`src/rtl/serial_add_sequencer.sv`:
```
// Feeds two parallel operands LSB-first into a bit-serial adder and collects the registered
// sum bits and final carry into a parallel result held under a valid/ready output handshake.
module serial_add_sequencer #(
  parameter int WIDTH = 8
) (
  input  logic             clk,
  input  logic             rst,
  input  logic             in_valid,
  output logic             in_ready,
  input  logic [WIDTH-1:0] in_a,
  input  logic [WIDTH-1:0] in_b,
  input  logic             in_cin,
  output logic             ser_a,
  output logic             ser_b,
  output logic             ser_cin,
  output logic             ser_start,
  input  logic             ser_sum,
  input  logic             ser_cout,
  output logic             busy,
  output logic             out_valid,
  input  logic             out_ready,
  output logic [WIDTH-1:0] out_sum,
  output logic             out_cout
);

  localparam int CW = (WIDTH > 1) ? $clog2(WIDTH) : 1;

  typedef enum logic [1:0] {IDLE, SHIFT, DRAIN, DONE} state_t;

  state_t           r_state;
  state_t           w_state_nxt;
  logic [CW-1:0]    r_cnt;
  logic [WIDTH-1:0] r_a_sh;
  logic [WIDTH-1:0] r_b_sh;
  logic [WIDTH-1:0] r_res;
  logic [WIDTH-1:0] w_res_nxt;
  logic             r_cin_q;
  logic             r_cout;
  logic             w_last;
  logic             w_first;

  assign w_last  = (r_cnt == CW'(WIDTH - 1));
  assign w_first = (r_cnt == '0);

  // The adder's sum is one cycle behind the bit driven, so captures enter at the MSB.
  generate
    if (WIDTH == 1) begin : g_res_w1
      assign w_res_nxt = ser_sum;
    end else begin : g_res_wn
      assign w_res_nxt = {ser_sum, r_res[WIDTH-1:1]};
    end
  endgenerate

  always_ff @(posedge clk or posedge rst) begin
    if (rst) r_state <= IDLE;
    else     r_state <= w_state_nxt;
  end

  always_comb begin
    w_state_nxt = r_state;
    case (r_state)
      IDLE:    if (in_valid)  w_state_nxt = SHIFT;
      SHIFT:   if (w_last)    w_state_nxt = DRAIN;
      DRAIN:                  w_state_nxt = DONE;
      DONE:    if (out_ready) w_state_nxt = IDLE;
      default:                w_state_nxt = IDLE;
    endcase
  end

  always_ff @(posedge clk or posedge rst) begin
    if (rst) begin
      r_cnt   <= '0;
      r_a_sh  <= '0;
      r_b_sh  <= '0;
      r_res   <= '0;
      r_cin_q <= 1'b0;
      r_cout  <= 1'b0;
    end else begin
      case (r_state)
        IDLE: begin
          if (in_valid) begin
            r_a_sh  <= in_a;
            r_b_sh  <= in_b;
            r_cin_q <= in_cin;
            r_cnt   <= '0;
            r_res   <= '0;
            r_cout  <= 1'b0;
          end
        end
        SHIFT: begin
          r_a_sh <= r_a_sh >> 1;
          r_b_sh <= r_b_sh >> 1;
          r_cnt  <= r_cnt + CW'(1);
          if (!w_first) r_res <= w_res_nxt;
        end
        DRAIN: begin
          r_res  <= w_res_nxt;
          r_cout <= ser_cout;
        end
        default: ;
      endcase
    end
  end

  always_comb begin
    in_ready  = 1'b0;
    busy      = 1'b0;
    out_valid = 1'b0;
    ser_a     = 1'b0;
    ser_b     = 1'b0;
    ser_cin   = 1'b0;
    ser_start = 1'b0;
    case (r_state)
      IDLE:  in_ready = 1'b1;
      SHIFT: begin
        busy      = 1'b1;
        ser_a     = r_a_sh[0];
        ser_b     = r_b_sh[0];
        ser_cin   = r_cin_q;
        ser_start = w_first;
      end
      DRAIN: busy      = 1'b1;
      DONE:  out_valid = 1'b1;
      default: ;
    endcase
  end

  assign out_sum  = r_res;
  assign out_cout = r_cout;

endmodule

```
`config.mk`:
```
export PLATFORM = sky130hd
export DESIGN_NAME = serial_add_sequencer
export DESIGN_NICKNAME = d
export VERILOG_FILES = /design/src/rtl/serial_add_sequencer.sv
export SDC_FILE = /design/constraint.sdc
export NUM_CORES = 1
export LEC_CHECK = 0
export CORE_MARGIN = 5
export CORE_UTILIZATION = 29
export CTS_BUF_LIST = sky130_fd_sc_hd__clkbuf_8
export DETAILED_ROUTE_END_ITERATION = 8
export MAX_ROUTING_LAYER = met4
export PLACE_DENSITY = 0.48
export SYNTH_ARGS = -nofsm -noshare
export SYNTH_HDL_FRONTEND = slang
export SYNTH_SLANG_ARGS = --single-unit
```
`constraint.sdc`:
```
create_clock -name clk -period 1.7 [get_ports clk]
set_input_delay 0.17 -clock clk [delete_from_list [all_inputs] [get_ports clk]]
set_output_delay 0.17 -clock clk [all_outputs]
set_load 0.01 [all_outputs]
```
==> metrics.txt, run 1 <==
CTS Root Cell=clkbuf_8; post-synthesis register bit count=31; post-DP HPWL=2510 um; kind of critical path=flip-flop to flip-flop; R2R Path Start=r_state[0]; Fillers=545; Data arrival, critical path=1.76 ns; detailed router's first-iteration violation count=33; # setup viols final=0; largest cells by area after synthesis=dfrtp_1, mux2i_1, ha_1, nand2_1, o21ai_1; Max rail drop VDD=0.00107 V; Yosys Warn Count=0; CTS Buffer Depth=2; Worst setup SP type=flip-flop; CTS Buf Count=5; Total GRT Usage=0.112; Die Wd=83.2 um; syn avg cell area=10.8 um^2; H-tree Lvls=2; register area=777 um^2; Tightest Hold Check Type=primary input to asynchronous set/reset pin; mapped cell area=1550 um^2; met1 Usage GRT=0.132; final setup margin=0.103 ns; Synth Net Count=175; CP max FO=5; Initial Util=0.302; placement row count=26; status=finished clean; Final #Nets=223; busiest grt layer=met2; Final min period=1.60 ns; share of cells above drive strength 1=0.145; Top Ports=39; Worst setup startpoint=r_state[0]; Die Y=83.2 um; final hold viol count=0; via count=1155; LEAKAGE=1.01 nW; synthesis-to-layout area growth=43.4%; max-cap violation count=0; Yosys cell types=25; global route overflow=0; RSZ-0062 raised after global routing=no; Worst-Skew Late Latency=0.28 ns; Yosys top cell by area=dfrtp_1; grt met3 use=0.0485; crit end category=flip-flop; DR pass1 iterations=3; Worst-path clk slew=0.07 ns; Peak Freq=0.626 GHz; dpl ws=0.00654 ns; Final Cycle Share=0.940; Residual DRC=0; largest net degree at the start of global routing=32; Final ANT Viol Nets=0; DIE AREA=6920 um^2; Routed WL=3420 um; PortBufs=38; Multi-input gate area=724 um^2; Slew Viols, Final=0; Mapped Cells=144; Seq/Total Area, Yosys=0.500; global placement routability congestion=0.710; initial antenna violation count=0; n_diodes=0; GRT met2 Usage=0.171; Worst-Margin Slew=0.400 ns; share of the synthesized area in the top cell type=0.500; relative slew slack=0.733; final setup TNS=0 ns; core area=5140 um^2; worst endpoint required time=1.86 ns; vias in the first global route=1275; pwr/cell area=1840 nW/um^2; worst clock skew=0.00304 ns; TritonCTS clock tree=done; CTS Sinks=31; drt via density=4.39; final hold slack=0.268 ns; hold_buf cts=0; DR WL/cell=13.0 um; first-pass GRT wire length=6050 um
## final cells by class
type / instances / area share
Timing Repair Buffer: 47 / 0.208
Inverter: 15 / 0.0253
Sequential cell: 31 / 0.349
Tap cell: 70 / 0.0393
Multi-Input combinational cell: 92 / 0.325
Clock inverter: 2 / 0.0157
Clock buffer: 6 / 0.0371
## cell usage after synthesis
cell type and number:
mux2_2 1, nand2_1 25, a22oi_1 1, a32oi_1 1
dfrtp_1 31, and2b_4 1, ha_1 8, o21ai_1 14
buf_2 4, buf_6 1, mux2i_1 24, a32o_1 2
mux2_1 1, nand3_1 1, and3b_4 1, nor3_4 1
buf_1 1, a22o_1 2, nor2_1 2, and2_1 3
a2bb2oi_1 1, inv_1 15, o21ai_0 1, a221oi_2 1
nand2b_1 1
## critical path, cell delays in order (launching register included)
cell,delay (ns)
dfrtp_2,0.42
inv_1,0.07
ha_1,0.23
and2b_4,0.20
a221oi_4,0.21
mux2_1,0.35
## final timing paths
check | end | slack [ns] | cells after the start
setup / recovery | r_state[1] | 0.10 | 5
hold / removal | r_b_sh[2] | 0.27 | 3
setup reg to reg | r_state[1] | 0.10 | 5
hold reg to reg | r_a_sh[2] | 0.48 | 2
max in group asynchronous | r_state[0] | 1.12 | 3
min in group clk | out_sum[7] | 0.44 | 3
## through the flow
step	utilization	instances	area, um^2	total power, W
after floorplan	-	144	1550	0.00255
after global placement	0.404	254	2070	0.00334
after detailed placement	0.404	254	2070	0.00338
after CTS	0.428	262	2200	0.00412
after global routing	0.433	263	2230	0.00449
final	0.433	263	2230	0.00411
## routing by layer
| layer | wire length, um | vias to the layer above |
|---|---|---|
| li1 | - | 578 |
| met1 | 1580 | 543 |
| met2 | 1610 | 30 |
| met3 | 201 | 4 |
| met4 | 30 | 0 |
| met5 | 0 | - |
## placed cells by master, fill, tap and decap left out
master	netlist	layout
a221oi_4	0	1
a22o_1	2	2
a22oi_1	1	1
a2bb2oi_1	1	1
a32o_1	2	2
a32oi_1	1	1
and2_1	3	3
and2b_4	1	1
and3b_4	1	1
buf_12	0	2
buf_4	0	6
buf_6	1	1
bufinv_16	0	1
clkbuf_2	0	1
clkbuf_8	0	6
clkdlybuf4s50_1	0	31
clkinv_2	0	1
dfrtp_1	31	30
dfrtp_2	0	1
dlygate4sd2_1	0	6
ha_1	8	6
ha_2	0	1
ha_4	0	1
inv_1	15	14
inv_2	0	1
mux2_1	1	1
mux2_2	1	1
mux2i_1	24	23
mux2i_4	0	1
nand2_1	25	25
nand2b_1	1	1
nand3_1	1	1
nor2_1	2	2
nor3_4	1	1
o21ai_0	1	1
o21ai_1	14	14
## logic make-up (layout without fill, tap and decap cells)
| family | Yosys count | in the layout | share of synthesized area |
|---|---|---|---|
| adders and majority gates | 8 | 8 | 0.0645 |
| DFF | 31 | 31 | 0.500 |
| buffers and inverters | 21 | 70 | 0.0588 |
| muxes | 26 | 26 | 0.169 |
| AOI/OAI and AO/OA | 23 | 23 | 0.0983 |
| and+or+nand+nor | 35 | 35 | 0.110 |
## sequential cells by signal, summed over array words and instances (netlist names)
register,cells
r_cnt,3
r_b_sh,8
out_sum,8
r_state,2
r_cin_q,1
out_cout,1
r_a_sh,8
## power breakdown
part / leakage [nW] / internal (W) / switching (W)
combinational: 0.556 / 0.00110 / 0.00100
clock: 0.0612 / 0.000474 / 0.000273
sequential: 0.397 / 0.00106 / 0.000200
total: 1.01 / 0.00263 / 0.00147
## timing repair
item                                    4_1_cts  5_1_grt
buffers inserted                              0        1
gates cloned                                  0        0
endpoints found under the setup margin        8       18
hold endpoints to repair                      0        0
gates resized for setup                      12        5
Note: power is estimated with default switching activity, not from simulation.
==> run 2, diff against run 1 <==
--- a/config.mk
+++ b/config.mk
@@ -8,8 +8,8 @@
 export CORE_MARGIN = 5
 export CORE_UTILIZATION = 29
 export CTS_BUF_LIST = sky130_fd_sc_hd__clkbuf_8
+export CTS_CLUSTER_DIAMETER = 30
 export DETAILED_ROUTE_END_ITERATION = 8
-export MAX_ROUTING_LAYER = met4
 export PLACE_DENSITY = 0.48
 export SYNTH_ARGS = -nofsm -noshare
 export SYNTH_HDL_FRONTEND = slang
==> metrics.txt, run 2 (synthesis results as in run 1) <==
pwr/cell area=1850 nW/um^2 (+0.18%); non-filler instance count after layout=263 (unchanged); Worst-Margin Slew=0.400 ns (-0.00000620 ns); placed cells=254 (unchanged); Final ANT Viol Nets=0 (unchanged); Worst-Skew Late Latency=0.28 ns (about the same); CTS Root Cell=clkbuf_8; final hold slack=0.266 ns (-0.00267 ns); kind of critical path=flip-flop to flip-flop; worst endpoint required time=1.87 ns (about the same); Max rail drop VDD=0.00107 V (+0.18%); CTS Buffer Depth=2 (unchanged); PortBufs=38 (unchanged); worst clock skew=0.00306 ns (+0.0000248 ns); n_diodes=0 (unchanged); final setup TNS=0 ns (unchanged); LEAKAGE=1.01 nW (unchanged); met1 Usage GRT=0.132 (-0.000613); DR pass1 iterations=4 (+1); relative slew slack=0.733 (about the same); via count=1166 (+0.95%); final hold viol count=0 (unchanged); Die Wd=83.2 um (unchanged); global placement routability congestion=0.702 (-1.1%); Final #Nets=223 (unchanged); largest net degree at the start of global routing=32 (unchanged); Worst-path clk slew=0.07 ns (about the same); Critical Path End=r_state[1]; Worst setup SP type=flip-flop; synthesis-to-layout area growth=43.4% (unchanged); busiest grt layer=met2; drt via density=4.43 (+0.95%); CP Cell Sequence=inv_1 > ha_1 > and2b_4 > a221oi_4 > mux2_1; share of cells above drive strength 1=0.145 (unchanged); Residual DRC=0 (unchanged); Worst setup startpoint=r_state[0]; crit end category=flip-flop; core area=5140 um^2 (unchanged); Total GRT Usage=0.109 (-0.00306); global route overflow=0 (unchanged); RSZ-0062 raised after global routing=no; vias in the first global route=1276 (+0.078%); status=finished clean; critical path's largest stage delay=0.42 ns (about the same); Final Cycle Share=0.943 (+0.00336); CTS Sinks=31 (unchanged); H-tree Lvls=2 (unchanged); first-pass GRT wire length=6050 um (unchanged); most frequent cells in the layout=clkdlybuf4s50_1, dfrtp_1, nand2_1, mux2i_1; commonest non-fill, non-tap cell in the layout=clkdlybuf4s50_1; R2R Path Start=r_state[0]; Tightest Hold Check Type=primary input to asynchronous set/reset pin; Routed WL=3410 um (about the same); RR Endpoint=r_state[1]; length in cells of the worst reg-to-reg path=5 (unchanged); Die Y=83.2 um (unchanged); detailed router's first-iteration violation count=32 (-3.0%); initial antenna violation count=0 (unchanged); Initial Util=0.302 (unchanged); Top Ports=39 (unchanged); Data arrival, critical path=1.77 ns (about the same); CTS Buf Count=5 (unchanged); max-cap violation count=0 (unchanged); Peak Freq=0.624 GHz (-0.36%); Slowest-stage cell, CP=dfrtp_2; grt met3 use=0.0495 (+0.000990); R2R setup slack=0.1 ns (about the same); DR WL/cell=13.0 um (about the same); Slew Viols, Final=0 (unchanged); CP max FO=5 (unchanged); placement row count=26 (unchanged); Final min period=1.60 ns (+0.00571 ns); post-DP HPWL=2510 um (unchanged); # setup viols final=0 (unchanged); TritonCTS clock tree=done; DIE AREA=6920 um^2 (unchanged); GRT met2 Usage=0.171 (unchanged)
run 2: how the worst min path moves through the flow:
stage	to	slack, ns	depth (start not counted)
floorplan	out_cout	0.27	1
global placement	r_b_sh[6]	0.48	2
detailed placement	r_a_sh[0]	0.48	2
CTS	r_a_sh[6]	0.28	3
global route	out_sum[1]	0.35	3
finish	r_b_sh[2]	0.27	3
run 2: per-stage QoR:
step           cell area, um^2  power (W)  worst slack [ns]  utilization
5_1_grt                   2230    0.00449            0.0108        0.433
3_3_place_gp              2070    0.00334            0.0598        0.404
4_1_cts                   2200    0.00412           0.00460        0.428
2_1_floorplan             1550    0.00255            0.0598            -
3_5_place_dp              2070    0.00338           0.00654        0.404
6_report                  2230    0.00412            0.0969        0.433
run 2: worst max-delay path: cells and delay by family (launching register included):
kind                       cells  cell delay (ns)
AOI/OAI and AO/OA              1             0.21
adders and majority gates      1             0.23
buffers and inverters          1             0.08
DFF                            1             0.42
muxes                          1             0.35
and+or+nand+nor                1             0.20
run 2: repair_timing:
item	4_1_cts	5_1_grt
setup buffers	0	1
gates cloned	0	0
endpoints found under the hold margin	0	0
resized for setup	12	5
setup endpoints to repair	8	18
hold buffers	0	0
pin swaps	0	0
run 2: cell type report:
class	count	area, um^2
fillers	545	2910
clock buffers	6	82.6
multi-input cells	92	724
flip-flops and latches	31	777
clock inverters	2	35.0
repair buffers	47	464
inverters	15	56.3
well taps	70	87.6
run 2: power breakdown:
part | switching, W | total [W] | leakage, nW | internal [W]
Clock | 0.000276 | 0.000750 | 0.0612 | 0.000474
Combinational | 0.00100 | 0.00211 | 0.556 | 0.00110
Sequential | 0.000200 | 0.00126 | 0.397 | 0.00106
Total | 0.00148 | 0.00412 | 1.01 | 0.00264
run 2: layer usage:
layer / wire, um / vias up
li1: - / 578
met1: 1550 / 552
met2: 1610 / 31
met3: 207 / 5
met4: 50 / 0
met5: 0 / -
==> run 3, diff against run 2 <==
--- a/config.mk
+++ b/config.mk
@@ -5,12 +5,13 @@
 export SDC_FILE = /design/constraint.sdc
 export NUM_CORES = 1
 export LEC_CHECK = 0
+export ABC_AREA = 1
 export CORE_MARGIN = 5
 export CORE_UTILIZATION = 29
 export CTS_BUF_LIST = sky130_fd_sc_hd__clkbuf_8
 export CTS_CLUSTER_DIAMETER = 30
 export DETAILED_ROUTE_END_ITERATION = 8
-export PLACE_DENSITY = 0.48
+export PLACE_DENSITY = 0.47
 export SYNTH_ARGS = -nofsm -noshare
 export SYNTH_HDL_FRONTEND = slang
 export SYNTH_SLANG_ARGS = --single-unit
==> constraint.sdc (replaced) <==
create_clock -name clk -period 1.7 [get_ports clk]
set_input_delay 0.17 -clock clk [delete_from_list [all_inputs] [get_ports clk]]
set_output_delay 0.17 -clock clk [all_outputs]
set_load 0.05 [all_outputs]
==> metrics.txt, run 3 <==
worst path buffer plus inverter count=1 (unchanged); Slowest-stage cell, CP=clkdlybuf4s50_1; CTS Sinks=31 (unchanged); Final ANT Viol Nets=0 (unchanged); mapped cell area=1660 um^2 (+6.6%); Worst-Margin Slew=0.501 ns (+0.101 ns); sequential fraction of design power=0.282 (-0.024); R2R setup slack=0.18 ns (+0.08 ns); TritonCTS clock tree=done; Slew Viols, Final=0 (unchanged); Die Wd=85.6 um (+2.9%); Worst-path clk slew=0.07 ns (about the same); Yosys Warn Count=0 (unchanged); DR WL/cell=11.6 um (-11%); final hold viol count=0 (unchanged); DIE AREA=7320 um^2 (+5.8%); Yosys top cell by area=dfrtp_1; Worst path top cell family by delay=buffers and inverters; CTS Buffer Depth=2 (unchanged); most frequent cells in the layout=nand2_1, inv_1, dfrtp_1, clkdlybuf4s50_1, o21ai_0; detailed router's first-iteration violation count=37 (+16%); Data arrival, critical path=1.46 ns (-0.31 ns); core area=5540 um^2 (+7.8%); pwr/cell area=1820 nW/um^2 (-1.7%); Int Pwr=0.00223 W (-15%); commonest non-fill, non-tap cell in the layout=nand2_1; hold_buf cts=0 (unchanged); worst endpoint required time=1.53 ns (-0.34 ns); post-synthesis register bit count=31 (unchanged); CTS Root Cell=clkbuf_8; placement row count=27 (+3.8%); DR pass1 iterations=4 (unchanged); PortBufs=38 (unchanged); global placement routability congestion=0.735 (+4.7%); Top Ports=39 (unchanged); initial antenna violation count=0 (unchanged); share of cells above drive strength 1=0.125 (-0.0201); n_diodes=0 (unchanged); most common cell in the netlist=nand2_1; relative slew slack=0.666 (-0.0679); post-DP HPWL=2730 um (+8.6%); vias in the first global route=1437 (+13%); Synth Net Count=244 (+39%); length in cells of the worst reg-to-reg path=7 (+2); Peak Freq=0.612 GHz (-1.9%); Die Y=85.6 um (+2.9%); drt via density=4.27 (-3.6%); switching part of the total=0.465 (+0.105); total net switching power=0.00194 W (+31%); CTS Buf Count=5 (unchanged); first-pass GRT wire length=6490 um (+7.2%); largest cells by area after synthesis=dfrtp_1, nand2_1, inv_1, o21ai_0, ha_1; Total GRT Usage=0.112 (+0.00336); R2R Path Start=r_state[0]; Worst-Skew Late Latency=0.28 ns (about the same); Seq/Total Area, Yosys=0.469 (-0.0310); largest net degree at the start of global routing=32 (unchanged); crit end category=output pin; Initial Util=0.299 (-0.00331); RSZ-0062 raised after global routing=no; Clk pwr share=0.136 (-0.046); critical path's largest stage delay=0.81 ns (+0.39 ns); CP max FO=3 (-2); RR Endpoint=r_a_sh[7]; kind of critical path=flip-flop to output pin; synthesis-to-layout area growth=38.7%; EDFF count, synth=0 (unchanged); asr flop ratio synth=1.00 (unchanged); H-tree Lvls=2 (unchanged); max-cap violation count=0 (unchanged); Final #Nets=286 (+28%); Worst setup SP type=flip-flop; final setup TNS=0 ns (unchanged); LEAKAGE=1.25 nW (+23%); top cells by count, synth=nand2_1, inv_1, dfrtp_1, o21ai_0, nand3_1; Levels on crit path=1 (-4); status=finished clean; final core utilization=0.414 (-0.0189); Mapped Cells=213 (+48%); Max rail drop VDD=0.000695 V (-35%); via count=1402 (+20%); syn avg cell area=7.77 um^2 (-28%); Routed WL=3790 um (+11%); # setup viols final=0 (unchanged); CP Cell Sequence=clkdlybuf4s50_1; Final Cycle Share=0.961 (+0.0179); Residual DRC=0 (unchanged); worst clock skew=0.00474 ns (+0.00168 ns); share of the synthesized area in the top cell type=0.469 (-0.0310); global route overflow=0 (unchanged); dominant synthesized flop cell=dfrtp_1; Logic pwr share=0.582 (+0.070); Tightest Hold Check Type=primary input to asynchronous set/reset pin; Final min period=1.63 ns (+0.0305 ns); Yosys cell types=18 (-28%)
-- run 3: cell types whose count changed in the layout (fill, tap and decap cells not counted), sizes merged, moves of 3 or more --
cell	before	now
nand2	25	78
mux2i	24	0
inv	15	36
nand3	1	16
o21ai	15	27
nand4	0	9
buf	9	16
clkdlybuf4s50	31	25
dlygate4sd2	6	0
and2	3	0
-- run 3: area by class of cell --
class	instances	area [um^2]
Clock buffer	5	68.8
Inverter	36	138
Timing Repair Buffer	43	483
Sequential cell	31	776
Tap cell	72	90.1
Clock inverter	3	16.3
Multi-Input combinational cell	138	724
Fill cell	582	3240
-- run 3: worst reg2reg max path, delay by kind of cell, from the launching register on --
kind	cells	cell delay [ns]
simple gates	3	0.44
compound gates	1	0.09
fa+ha+maj	1	0.21
flops	1	0.46
buf+inv	2	0.25
-- run 3: how the worst max path moves through the flow --
stage	from	end	slack, ns
6_report	out_sum[4]	out_sum[4]	0.07
5_1_grt	out_sum[4]	out_sum[4]	0.02
4_1_cts	r_state[0]	busy	0.02
3_5_place_dp	r_state[1]	ser_start	0.13
3_3_place_gp	r_state[1]	ser_start	0.17
2_1_floorplan	r_state[0]	out_sum[1]	0.07
-- run 3: per-stage QoR --
stage	total power (W)	std cells	hold WS [ns]	worst slack, ns	cell area [um^2]
after floorplan	0.00280	213	0.274	0.0737	1660
after global placement	0.00354	320	0.458	0.173	2180
after detailed placement	0.00355	320	0.462	0.133	2180
after CTS	0.00419	328	0.295	0.0213	2280
after global routing	0.00455	328	0.327	0.0170	2300
final	0.00417	328	0.279	0.0664	2300
-- run 3: cells by family (layout without fill, tap and decap cells) --
logic type               after synthesis  count (layout)  synth area share
buffers and inverters                 44              87             0.113
flip-flops                            31              31             0.469
adder cells (fa/ha/maj)                8               8            0.0605
AND/OR/NAND/NOR                      103             103             0.276
AO/OA/AOI/OAI                         27              27            0.0816
-- run 3: repair_timing --
action                     4_1_cts  5_1_grt
pin swaps                        0        0
setup endpoints to repair        1        5
gates cloned                     0        0
gates resized for setup          3        4
setup buffers                    0        0
-- run 3: layer usage --
metal | track usage | up-vias | wire length (um)
li1 | - | 746 | -
met1 | 0.139 | 625 | 1800
met2 | 0.185 | 29 | 1780
met3 | 0.0394 | 2 | 191
met4 | 0.0302 | 0 | 23
met5 | 0 | - | 0
-- run 3: power by group through the flow --
stage | logic (W) | clock network [W] | registers [W]
after floorplan | 0.00146 | 0 | 0.00133
after global placement | 0.00236 | 0 | 0.00118
after detailed placement | 0.00236 | 0 | 0.00119
after CTS | 0.00241 | 0.000597 | 0.00118
after global routing | 0.00270 | 0.000641 | 0.00121
final | 0.00243 | 0.000566 | 0.00118
